$ cat config.mk
export PLATFORM = sky130hd
export DESIGN_NAME = conv_pe_sched
export DESIGN_NICKNAME = d
export VERILOG_FILES = /design/src/rtl/conv_pe_sched.sv
export SDC_FILE = /design/constraint.sdc
export NUM_CORES = 1
export LEC_CHECK = 0
export BUFFER_PORTS_ARGS = -buffer_cell sky130_fd_sc_hd__buf_2
export CAP_MARGIN = 25
export CORE_MARGIN = 2
export CORE_UTILIZATION = 40
export CTS_BUF_LIST = sky130_fd_sc_hd__clkbuf_2 sky130_fd_sc_hd__clkbuf_4 sky130_fd_sc_hd__clkbuf_8
export CTS_CLUSTER_SIZE = 20
export DETAILED_ROUTE_END_ITERATION = 16
export PLACE_DENSITY_LB_ADDON = 0.1
export RECOVER_POWER = 100
export SLEW_MARGIN = 20
export SYNTH_ARGS = -nofsm -noshare
export SYNTH_HDL_FRONTEND = slang
export SYNTH_SLANG_ARGS = --single-unit
export TNS_END_PERCENT = 5
$ cat constraint.sdc
create_clock -name clk -period 4.81 [get_ports clk]
set_input_delay 0.481 -clock clk [delete_from_list [all_inputs] [get_ports clk]]
set_output_delay 0.481 -clock clk [all_outputs]
set_load 0.01 [all_outputs]
$ cat src/rtl/conv_pe_sched.sv
// conv_pe_sched: issue sequencer for a 3x3, 8-channel-per-cycle conv PE.
// Walks pixel -> filter -> channel group, gated by window availability and output credits.
module conv_pe_sched #(
    parameter int DIM_W       = 10,
    parameter int GRP_W       = 8,
    parameter int COUT_W      = 10,
    parameter int WADDR_W     = 18,
    parameter int RD_LAT      = 1,
    parameter int OUT_CREDITS = 8
) (
    input  logic               clk,
    input  logic               rst,
    input  logic               start,
    input  logic [DIM_W-1:0]   cfg_width,
    input  logic [DIM_W-1:0]   cfg_height,
    input  logic [GRP_W-1:0]   cfg_cin_groups,
    input  logic [COUT_W-1:0]  cfg_cout,
    output logic               busy,
    output logic               done,
    input  logic               win_avail,
    output logic               win_consume,
    output logic [GRP_W-1:0]   win_grp,
    output logic [WADDR_W-1:0] wt_addr,
    output logic [COUT_W-1:0]  bias_addr,
    output logic               pe_valid_in,
    output logic               pe_last_channel,
    input  logic               pe_data_valid,
    input  logic               credit_return,
    output logic [DIM_W-1:0]   out_row,
    output logic [DIM_W-1:0]   out_col,
    output logic [COUT_W-1:0]  out_filt
);
    localparam int CW = $clog2(OUT_CREDITS + 1);
    localparam int PW = OUT_CREDITS > 1 ? $clog2(OUT_CREDITS) : 1;
    localparam int TW = 2 * DIM_W + COUT_W;

    typedef enum logic [2:0] {IDLE, WAIT_WIN, RUN, DRAIN, DONE} state_t;

    state_t              r_state;
    logic [DIM_W-1:0]    r_w, r_h, r_row, r_col;
    logic [GRP_W-1:0]    r_g, r_grp;
    logic [COUT_W-1:0]   r_c, r_filt;
    logic [WADDR_W-1:0]  r_wt_addr;
    logic [CW-1:0]       r_cred, r_inflight;
    logic [RD_LAT-1:0]   r_vsr, r_lsr;
    logic [TW-1:0]       r_tags [OUT_CREDITS];
    logic [PW-1:0]       r_wr, r_rd;

    logic w_last_grp, w_last_filt, w_last_col, w_last_row;
    logic w_issue, w_fin, w_pix, w_pop, w_ret;
    logic [PW-1:0] w_wr_nxt, w_rd_nxt;

    assign w_last_grp  = r_grp == r_g - GRP_W'(1);
    assign w_last_filt = r_filt == r_c - COUT_W'(1);
    assign w_last_col  = r_col == r_w - DIM_W'(1);
    assign w_last_row  = r_row == r_h - DIM_W'(1);
    // Only the result-producing last group needs a credit; earlier groups never stall.
    assign w_issue = r_state == RUN && (!w_last_grp || r_cred != '0);
    assign w_fin   = w_issue && w_last_grp;
    assign w_pix   = w_fin && w_last_filt;
    assign w_pop   = pe_data_valid && r_inflight != '0;
    assign w_ret   = credit_return && (r_cred != CW'(OUT_CREDITS) || w_fin);
    assign w_wr_nxt = r_wr == PW'(OUT_CREDITS - 1) ? '0 : r_wr + PW'(1);
    assign w_rd_nxt = r_rd == PW'(OUT_CREDITS - 1) ? '0 : r_rd + PW'(1);

    assign busy            = r_state inside {WAIT_WIN, RUN, DRAIN};
    assign done            = r_state == DONE;
    assign win_consume     = w_pix;
    assign win_grp         = r_grp;
    assign bias_addr       = r_filt;
    assign wt_addr         = r_wt_addr;
    assign pe_valid_in     = r_vsr[RD_LAT-1];
    assign pe_last_channel = r_lsr[RD_LAT-1];
    assign {out_row, out_col, out_filt} = r_inflight == '0 ? TW'(0) : r_tags[r_rd];

    always_ff @(posedge clk) begin
        if (rst) begin
            r_state    <= IDLE;
            r_w        <= '0;
            r_h        <= '0;
            r_g        <= '0;
            r_c        <= '0;
            r_row      <= '0;
            r_col      <= '0;
            r_grp      <= '0;
            r_filt     <= '0;
            r_wt_addr  <= '0;
            r_cred     <= CW'(OUT_CREDITS);
            r_inflight <= '0;
            r_vsr      <= '0;
            r_lsr      <= '0;
            r_wr       <= '0;
            r_rd       <= '0;
        end else begin
            r_vsr      <= RD_LAT'({r_vsr, w_issue});
            r_lsr      <= RD_LAT'({r_lsr, w_fin});
            r_cred     <= r_cred - CW'(w_fin) + CW'(w_ret);
            r_inflight <= r_inflight + CW'(w_fin) - CW'(w_pop);
            if (w_fin) begin
                r_tags[r_wr] <= {r_row, r_col, r_filt};
                r_wr         <= w_wr_nxt;
            end
            if (w_pop) r_rd <= w_rd_nxt;
            case (r_state)
                IDLE: if (start) begin
                    r_w       <= cfg_width;
                    r_h       <= cfg_height;
                    r_g       <= cfg_cin_groups;
                    r_c       <= cfg_cout;
                    r_row     <= '0;
                    r_col     <= '0;
                    r_grp     <= '0;
                    r_filt    <= '0;
                    r_wt_addr <= '0;
                    r_state   <= WAIT_WIN;
                end
                WAIT_WIN: if (win_avail) r_state <= RUN;
                RUN: if (w_issue) begin
                    r_grp     <= w_last_grp ? '0 : r_grp + GRP_W'(1);
                    r_wt_addr <= w_pix ? '0 : r_wt_addr + WADDR_W'(1);
                    if (w_fin) r_filt <= w_last_filt ? '0 : r_filt + COUT_W'(1);
                    if (w_pix) begin
                        r_col   <= w_last_col ? '0 : r_col + DIM_W'(1);
                        r_row   <= !w_last_col ? r_row : w_last_row ? '0 : r_row + DIM_W'(1);
                        r_state <= w_last_col && w_last_row ? DRAIN : WAIT_WIN;
                    end
                end
                DRAIN: if (r_inflight == '0) r_state <= DONE;
                DONE: r_state <= IDLE;
                default: r_state <= IDLE;
            endcase
        end
    end
endmodule

==> summary.txt, run 1 <==
Syn. warnings: 0
type of origin of the critical path: register
Routed WL: 36.2 mm
Internal: 5560 uW
Yosys top cell area share: 0.465
Root Driver: clkbuf_8
WP data required: 5.06 ns
Slowest-stage cell, CP: clkbuf_1
DR vias/cell: 5.23
FF-to-FF Start: r_g[0]
GRT Residual Overflow: 0
global-route wire length before repair: 57.4 mm
Cell Area, Synth: 0.0155 mm2
kind of cell adding the most delay to the critical path: simple AND/OR/NAND/NOR gates
Slew @ Worst Pin: 2.41 ns
Clock power frac: 0.325
Primary FF master, synth: edfxtp_1
worst reg2reg path endpoint: r_tags[0][6]
All-Layer GR Usage: 0.182
Final period util: 0.853
multi-input logic area: 0.00559 mm2
starting density of the core: 0.403
WL/cell: 19.2 um
skew final: 0.0311 ns
# diodes: 0
Final Net Count: 1397
# fillers: 3571
status: complete, but fails checks
Post-Synthesis Cells: 1188
Worst EP arrival: 4.36 ns
Pleak: 0.00614 uW
htree depth: 2
post-synthesis sequential area ratio: 0.615
endpoints failing hold: 0
Fmax: 244 MHz
FF/Latch Area: 0.00953 mm2
Rows: 72
Sw Pwr: 2470 uW
DRC violation total after the first TritonRoute iteration: 388
drt drc: 0
CP dominant cell by count: nor3_1
RSZ-0062 raised after global routing: no
HP Class: in -> reg
CTS Buf Count: 60
Comb pwr share: 0.231
largest net degree at the start of global routing: 53
Sink Count: 356
synthesized net count: 1257
fin cells: 1890
Final setup viols: 0
1st-pass router iterations: 5
core footprint: 0.0385 mm2
antenna violations before repair: 0
violated checks: max-capacitance violations, max-slew violations
worst-case headroom to the max-slew limit: -0.607
worst reg2reg setup slack: 0.71 ns
Crit. End Element: register
Peak VDD IR: 0.216 mV
Final min period: 4.10 ns
Worst Setup SP: r_g[0]
post-synth cell types: 73
pwr/cell area: 454 mW/mm2
DR vias: 9888
ratio of cells with drive above 1 in the final layout: 0.174
# hold bufs at CTS: 0
cell count after placement: 1784
vias in the first global route: 10220
Post-DRT Antenna Nets: 0
#FFs+latches synth: 356
Worst Hold Launch: cfg_cin_groups[4]
CP Capture Point: r_tags[0][6]
Crit. path cell count: 11
PortBufs: 114
final slew viol count: 179
buffers from clock root to sink, at most: 3
# Post-CTS Setup Buffers: 0
CTS tree: built
CP max FO: 14
DP Area: 0.0167 mm2
DPL Wire Length: 23.7 mm
Worst path max stage delay: 0.82 ns
crit path cell chain: inv_1, ha_1, xor2_1, o211ai_1, nor4b_1, and2_0, nand3_1, nor3_1, nand2b_1, nor3_1, clkbuf_1
DIE WIDTH: 201 um
Die Y: 201 um
path type of the worst setup path: reg -> reg
Async S/R FF share, synth: 0
largest cells by area after synthesis: edfxtp_1 47%, dfxtp_1 15%, mux4_2 8.7%, nand2_1 2.8%, a21oi_1 2.5%
Die ar.: 0.0403 mm2
Reg power frac: 0.444
clk slew on worst S/H paths: 0.06 ns
placer congestion estimate: 0.815
# IOs: 115
worst path bufs/invs: 2
final setup TNS: 0 ns
top cell type by total area after synthesis: edfxtp_1
worst skew pair latency: 0.65 ns
Syn-to-layout area delta: 14.0%
Sw Share: 0.307
final instance area: 0.0177 mm2
post-CTS resize count: 0
Reg2Reg Depth: 11
EDFF count, synth: 240
max_cap viols: 4
Syn Area/Cell: 13.0 um2
cell usage in the layout (no fill, tap or decap), types with 10 or more instances in the layout:
cell type	n
nand3_1	39
a21oi_1	78
mux4_2	60
clkbuf_1	77
clkbuf_4	21
xor2_1	36
nand2_1	115
clkbuf_8	63
dfxtp_1	113
edfxtp_1	240
nand4_1	14
nor3_1	24
xnor2_1	28
mux2i_1	39
clkinv_1	12
nor4_1	10
inv_1	35
o21ai_0	23
nor2_1	95
and3_1	20
ha_1	23
buf_2	45
power by group through the flow:
stage               clock [uW]  combinational, uW  sequential [uW]
finish                    2610               1860             3560
global route              2820               2090             3600
CTS                       2690               1940             3580
detailed placement           0               1930             3640
global placement             0               1920             3640
floorplan                    0               1500             3500
routing by layer:
| metal | global-route usage | vias up | part of all wire |
|---|---|---|---|
| met4 | 0.0529 | 0 | 0.017 |
| met2 | 0.298 | 199 | 0.47 |
| met1 | 0.248 | 4914 | 0.47 |
| li1 | - | 4730 | - |
| met5 | 0 | - | 0 |
| met3 | 0.0346 | 45 | 0.040 |
cell families (layout without fill, tap and decap cells):
logic type,count (synthesis),in the layout,share of synthesized area
AO/OA/AOI/OAI,157,157,0.0636
XOR/XNOR,64,64,0.0362
adder cells (fa/ha/maj),25,25,0.0212
buffers and inverters,93,277,0.0260
flip-flops,356,356,0.615
multiplexers,100,100,0.113
AND/OR/NAND/NOR,393,393,0.125
state kept, by name, indices dropped and copies added, names as in the netlist, 4 cells and up, named ones only:
name and cells:
r_inflight 4, bias_addr 10, r_g 8, r_c 10, r_h 10, win_grp 8
wt_addr 18, r_col 10, r_w 10, r_tags 240, r_cred 4, r_row 10
tightest hold or removal path, stage by stage:
cell and delay, ns:
buf_2 0.10, nand2_1 0.05, a21oi_1 0.05
cells in the mapped netlist, drive strengths merged, types with 23 or more instances:
cell type and number:
mux2i 39, clkbuf 45, edfxtp 240, a21oi 79, o21ai 24, nor3 25, xnor2 28, dfxtp 116
inv 35, mux4 60, ha 23, nand3 39, nor2 101, xor2 36, nand2 115
metrics by stage:
| step | hold slack, ns | setup slack, ns | util | total power [uW] |
|---|---|---|---|---|
| 4_1_cts | 0.0250 | 1.06 | 0.464 | 8210 |
| 3_3_place_gp | 0.463 | 1.21 | 0.434 | 5560 |
| 5_1_grt | 0.0486 | 0.374 | 0.459 | 8510 |
| 2_1_floorplan | 0.445 | 0.278 | - | 5000 |
| 3_5_place_dp | 0.463 | 1.07 | 0.434 | 5570 |
| 6_report | 0.0715 | 0.707 | 0.459 | 8030 |
cell type report:
type,count,area share
inverters,35,0.00744
well taps,518,0.0367
multi-input cells,739,0.316
clock buffers,84,0.0580
clock inverters,22,0.00751
flip-flops and latches,356,0.540
repair buffers,136,0.0343
worst min-delay path by stage:
stage                     endpoint  slack, ns  cells past startpoint
after floorplan             r_w[9]       0.45                      2
after global placement      r_w[9]       0.46                      2
after detailed placement    r_w[9]       0.46                      2
after CTS                   r_h[0]       0.02                      3
after global routing        r_c[1]       0.05                      3
final                       r_g[4]       0.07                      3
Power figures use the tool's default switching activity.
==> run 2, diff against run 1 <==
--- a/config.mk
+++ b/config.mk
@@ -12,7 +12,7 @@
 export CTS_BUF_LIST = sky130_fd_sc_hd__clkbuf_2 sky130_fd_sc_hd__clkbuf_4 sky130_fd_sc_hd__clkbuf_8
 export CTS_CLUSTER_SIZE = 20
 export DETAILED_ROUTE_END_ITERATION = 16
-export PLACE_DENSITY_LB_ADDON = 0.1
+export PLACE_DENSITY = 0.55
 export RECOVER_POWER = 100
 export SLEW_MARGIN = 20
 export SYNTH_ARGS = -nofsm -noshare
==> run 2 against run 1 <==
- the flow still finishes with violations (max-capacitance violations, max-slew violations)
- combinational power about the same
- first-iteration DRC count is 49% higher
- die area unchanged
- setup slack better by 0.23 ns
- largest power group unchanged
- highest routed layer is now met5
==> summary.txt, run 2 (synthesis results as in run 1) <==
status: complete, but fails checks
violated checks: max-capacitance violations, max-slew violations
Final Net Count: 1394
DPL Wire Length: 23.2 mm
CP max FO: 40
GRT Residual Overflow: 0
pwr/cell area: 458 mW/mm2
Final period util: 0.805
most common cell after layout, fill and taps aside: edfxtp_1
drt drc: 0
FF/Latch Area: 0.00953 mm2
clk slew on worst S/H paths: 0.06 ns
WL/cell: 19.0 um
Fmax: 258 MHz
1st-pass router iterations: 5
# diodes: 0
crit path cell chain: buf_4, mux4_2, mux2i_1, nor2_1, clkbuf_1
final instance area: 0.0177 mm2
final slew viol count: 104
CTS Buf Count: 60
DRC violation total after the first TritonRoute iteration: 579
vias in the first global route: 10144
Routed WL: 35.9 mm
starting density of the core: 0.403
WP data required: 4.33 ns
Peak VDD IR: 0.250 mV
Post-DRT Antenna Nets: 0
# Post-CTS Setup Buffers: 0
worst skew pair latency: 0.66 ns
Sink Count: 356
kind of cell adding the most delay to the critical path: flip-flops
final hold slack: 0.0781 ns
worst-case headroom to the max-slew limit: -0.881
Worst EP arrival: 3.39 ns
antenna violations before repair: 1
Pleak: 0.00617 uW
core footprint: 0.0385 mm2
All-Layer GR Usage: 0.180
DR vias/cell: 5.24
Reg with most FFs: r_tags
# hold bufs at CTS: 0
endpoints failing hold: 0
DR vias: 9911
DIE WIDTH: 201 um
htree depth: 2
Final setup viols: 0
skew final: 0.0268 ns
final setup TNS: 0 ns
RSZ-0062 raised after global routing: no
Final min period: 3.87 ns
max_cap viols: 2
Tot Pwr: 8120 uW
# fillers: 3539
Die Y: 201 um
post-CTS resize count: 0
Crit. End Element: output port
ratio of cells with drive above 1 in the final layout: 0.177
DP Area: 0.0167 mm2
path type of the worst setup path: reg -> out
placer congestion estimate: 0.812
PortBufs: 114
max reg flops: 240
most frequent cells in the layout: 240 x edfxtp_1, 115 x nand2_1, 113 x dfxtp_1
Die ar.: 0.0403 mm2
dpl ws: 1.21 ns
worst path bufs/invs: 2
Root Driver: clkbuf_8
buffers from clock root to sink, at most: 3
Worst path max stage delay: 1.28 ns
setup ws final: 0.940 ns
type of origin of the critical path: register
Rows: 72
CTS tree: built
Slew @ Worst Pin: 2.82 ns
global-route wire length before repair: 57.0 mm
multi-input logic area: 0.00557 mm2
Slowest-stage cell, CP: dfxtp_2
HP Class: in -> reg
# IOs: 115
Syn-to-layout area delta: 14.5%
largest net degree at the start of global routing: 63
[run 2: changes by cell type in the layout (fill, tap and decap cells not counted), sizes merged]
cell | previous run | this run
clkbuf | 166 | 164
clkinvlp | 0 | 1
buf | 54 | 56
inv | 37 | 38
clkinv | 19 | 20
[run 2: final timing paths]
kind / start / end / slack (ns) / cells after the start
worst max register to register: r_g[0] / r_tags[0][4] / 0.96 / 11
worst min-delay path: cfg_height[1] / r_h[1] / 0.08 / 3
worst max-delay path: register / out_row[5] / 0.94 / 5
worst min register to register: r_c[9] / r_c[9] / 0.47 / 2
[run 2: per-stage QoR]
stage	util	instances
5_1_grt	0.461	1893
6_report	0.461	1893
2_1_floorplan	-	1188
3_5_place_dp	0.434	1781
3_3_place_gp	0.434	1781
4_1_cts	0.465	1893
[run 2: where the power goes]
| group | switching [uW] | total (uW) | leakage, uW | internal, uW |
|---|---|---|---|---|
| logic | 1060 | 1850 | 0.00225 | 785 |
| clock network | 1230 | 2710 | 0.000652 | 1480 |
| registers | 211 | 3560 | 0.00327 | 3340 |
[run 2: layer usage]
metal / vias to the layer above / wire, um / global-route usage
met5: - / 11 / 0
met4: 2 / 690 / 0.0500
met3: 55 / 1640 / 0.0370
met2: 216 / 16900 / 0.298
met1: 4900 / 16700 / 0.243
li1: 4738 / - / -
[run 2: worst min-delay path, cell delays in order]
cell and delay, ns:
buf_2 0.09, nand2_1 0.05, a21oi_1 0.05
[run 2: cell type report]
type | instances | area share
Inverter | 35 | 0.00741
Multi-Input combinational cell | 739 | 0.314
Timing Repair Buffer | 133 | 0.0353
Sequential cell | 356 | 0.537
Tap cell | 518 | 0.0365
Clock buffer | 87 | 0.0597
Clock inverter | 25 | 0.00938
==> run 3, diff against run 2 <==
--- a/config.mk
+++ b/config.mk
@@ -12,7 +12,7 @@
 export CTS_BUF_LIST = sky130_fd_sc_hd__clkbuf_2 sky130_fd_sc_hd__clkbuf_4 sky130_fd_sc_hd__clkbuf_8
 export CTS_CLUSTER_SIZE = 20
 export DETAILED_ROUTE_END_ITERATION = 16
-export PLACE_DENSITY = 0.55
+export PLACE_DENSITY = 0.53
 export RECOVER_POWER = 100
 export SLEW_MARGIN = 20
 export SYNTH_ARGS = -nofsm -noshare
==> constraint.sdc (replaced) <==
create_clock -name clk -period 4 [get_ports clk]
set_input_delay 0.4 -clock clk [delete_from_list [all_inputs] [get_ports clk]]
set_output_delay 0.4 -clock clk [all_outputs]
set_load 0.01 [all_outputs]
==> run 3 against run 2 <==
- the flow now finishes without violations
- clock power is 20% higher
- cell count is 1.9% higher
- design area is 2.5% higher
- register-to-register slack worse by 0.46 ns
- worst hold slack worse by 0.024 ns
- first-iteration DRC count is 5.2% lower
- flip-flop and latch count stayed put
- sequential power is 19% higher
- wire length is 0.18% lower
- highest routed layer is now met4
==> summary.txt, run 3 (synthesis results as in run 1) <==
status: completed
Sink Count: 356
DR vias/cell: 5.16
All-Layer GR Usage: 0.182
CP max FO: 7
HP Class: in -> reg
path type of the worst setup path: reg -> out
# diodes: 0
# Post-CTS Setup Buffers: 0
Fmax: 282 MHz
# IOs: 115
worst path bufs/invs: 1
largest net degree at the start of global routing: 50
Slew @ Worst Pin: 1.30 ns
starting density of the core: 0.403
drt drc: 0
buffers from clock root to sink, at most: 3
final slew viol count: 0
skew final: 0.0289 ns
max reg flops: 240
Peak VDD IR: 0.239 mV
# hold bufs at CTS: 33
DIE WIDTH: 201 um
pwr/cell area: 540 mW/mm2
worst-case headroom to the max-slew limit: 0.133
Reg with most FFs: r_tags
most common cell after layout, fill and taps aside: edfxtp_1
clk slew on worst S/H paths: 0.06 ns
Rows: 72
Syn-to-layout area delta: 17.3%
Final setup viols: 0
RSZ-0062 raised after global routing: no
max_cap viols: 0
Die Y: 201 um
final instance area: 0.0182 mm2
Final min period: 3.54 ns
kind of cell adding the most delay to the critical path: simple AND/OR/NAND/NOR gates
CTS tree: built
final setup TNS: 0 ns
core footprint: 0.0385 mm2
Root Driver: clkbuf_8
global-route wire length before repair: 57.3 mm
Die ar.: 0.0403 mm2
CTS Buf Count: 60
Post-DRT Antenna Nets: 0
type of origin of the critical path: register
vias in the first global route: 10290
antenna violations before repair: 0
worst skew pair latency: 0.65 ns
WL/cell: 18.6 um
PortBufs: 114
Final Net Count: 1433
Crit. End Element: output port
Final period util: 0.886
endpoints failing hold: 0
post-CTS resize count: 0
crit path cell chain: or3_1, or4_1, xnor2_1, nor4_1, nand3_1, nor2_1, clkbuf_1
Pleak: 0.00637 uW
DP Area: 0.0168 mm2
ratio of cells with drive above 1 in the final layout: 0.174
most frequent cells in the layout: 240 x edfxtp_1, 115 x nand2_1, 113 x dfxtp_1
Slowest-stage cell, CP: or4_1
1st-pass router iterations: 4
Worst EP arrival: 3.14 ns
htree depth: 2
placer congestion estimate: 0.799
DR vias: 9948
DRC violation total after the first TritonRoute iteration: 549
GRT Residual Overflow: 0
WP data required: 3.60 ns
Worst path max stage delay: 0.49 ns
Routed WL: 35.9 mm
worst reg2reg setup slack: 0.50 ns
DPL Wire Length: 22.7 mm
[run 3: changes by cell type in the layout (fill, tap and decap cells not counted), moves of 2 or more]
cell / delta
buf_12: +6
buf_2: +3
clkbuf_1: -2
clkbuf_2: -2
dlygate4sd3_1: +33
nor2_1: +4
nor2_2: -2
nor2_4: -2
[run 3: where the power goes]
group,internal (uW),switching [uW],total [uW]
combinational,985,1330,2320
sequential,4020,222,4240
clock,1810,1450,3260
total,6820,3000,9820
[run 3: worst reg2reg max path: stages (launching register included)]
cell and delay (ns):
dfxtp_1 0.40, inv_1 0.06, ha_1 0.30, xor2_1 0.14, o211ai_1 0.10, nor4b_1 0.39, and2_0 0.34, nand3_1 0.14
nor3_1 0.39, nand2_1 0.21, nor3_2 0.14, clkbuf_4 0.51
[run 3: layout make-up]
| cell class | count | area (um2) |
|---|---|---|
| fill | 3563 | 20300 |
| sequential | 356 | 9530 |
| multi-input combinational | 739 | 5560 |
| timing repair buffer | 172 | 1080 |
| clock buffer | 85 | 1040 |
| tap | 518 | 648 |
| clock inverter | 24 | 175 |
| inverter | 35 | 131 |
[run 3: path summary, 6_finish.rpt]
| kind | cells after the start | endpoint | startpoint |
|---|---|---|---|
| setup / recovery | 7 | win_consume | r_c[2] |
| hold / removal | 3 | r_c[9] | cfg_cout[9] |
| setup reg to reg | 11 | r_tags[1][16] | r_g[0] |
| hold reg to reg | 2 | r_g[7] | r_g[7] |
[run 3: per-layer routing]
layer	wire (um)	part of all wire	global-route usage
met4	722	0.020	0.0516
met2	16900	0.47	0.295
met3	1750	0.049	0.0378
met1	16500	0.46	0.249
met5	0	0	0
[run 3: per-stage QoR]
| stage | hold slack (ns) | total power, uW | worst slack, ns | std cells | util |
|---|---|---|---|---|---|
| after detailed placement | 0.466 | 6730 | 0.604 | 1787 | 0.437 |
| after CTS | 0.000914 | 10100 | 0.543 | 1929 | 0.477 |
| final | 0.0545 | 9820 | 0.456 | 1929 | 0.473 |
| after global routing | 0.0237 | 10400 | 0.180 | 1929 | 0.473 |
| after floorplan | 0.445 | 6010 | -0.531 | 1188 | - |
| after global placement | 0.460 | 6700 | 0.705 | 1787 | 0.437 |
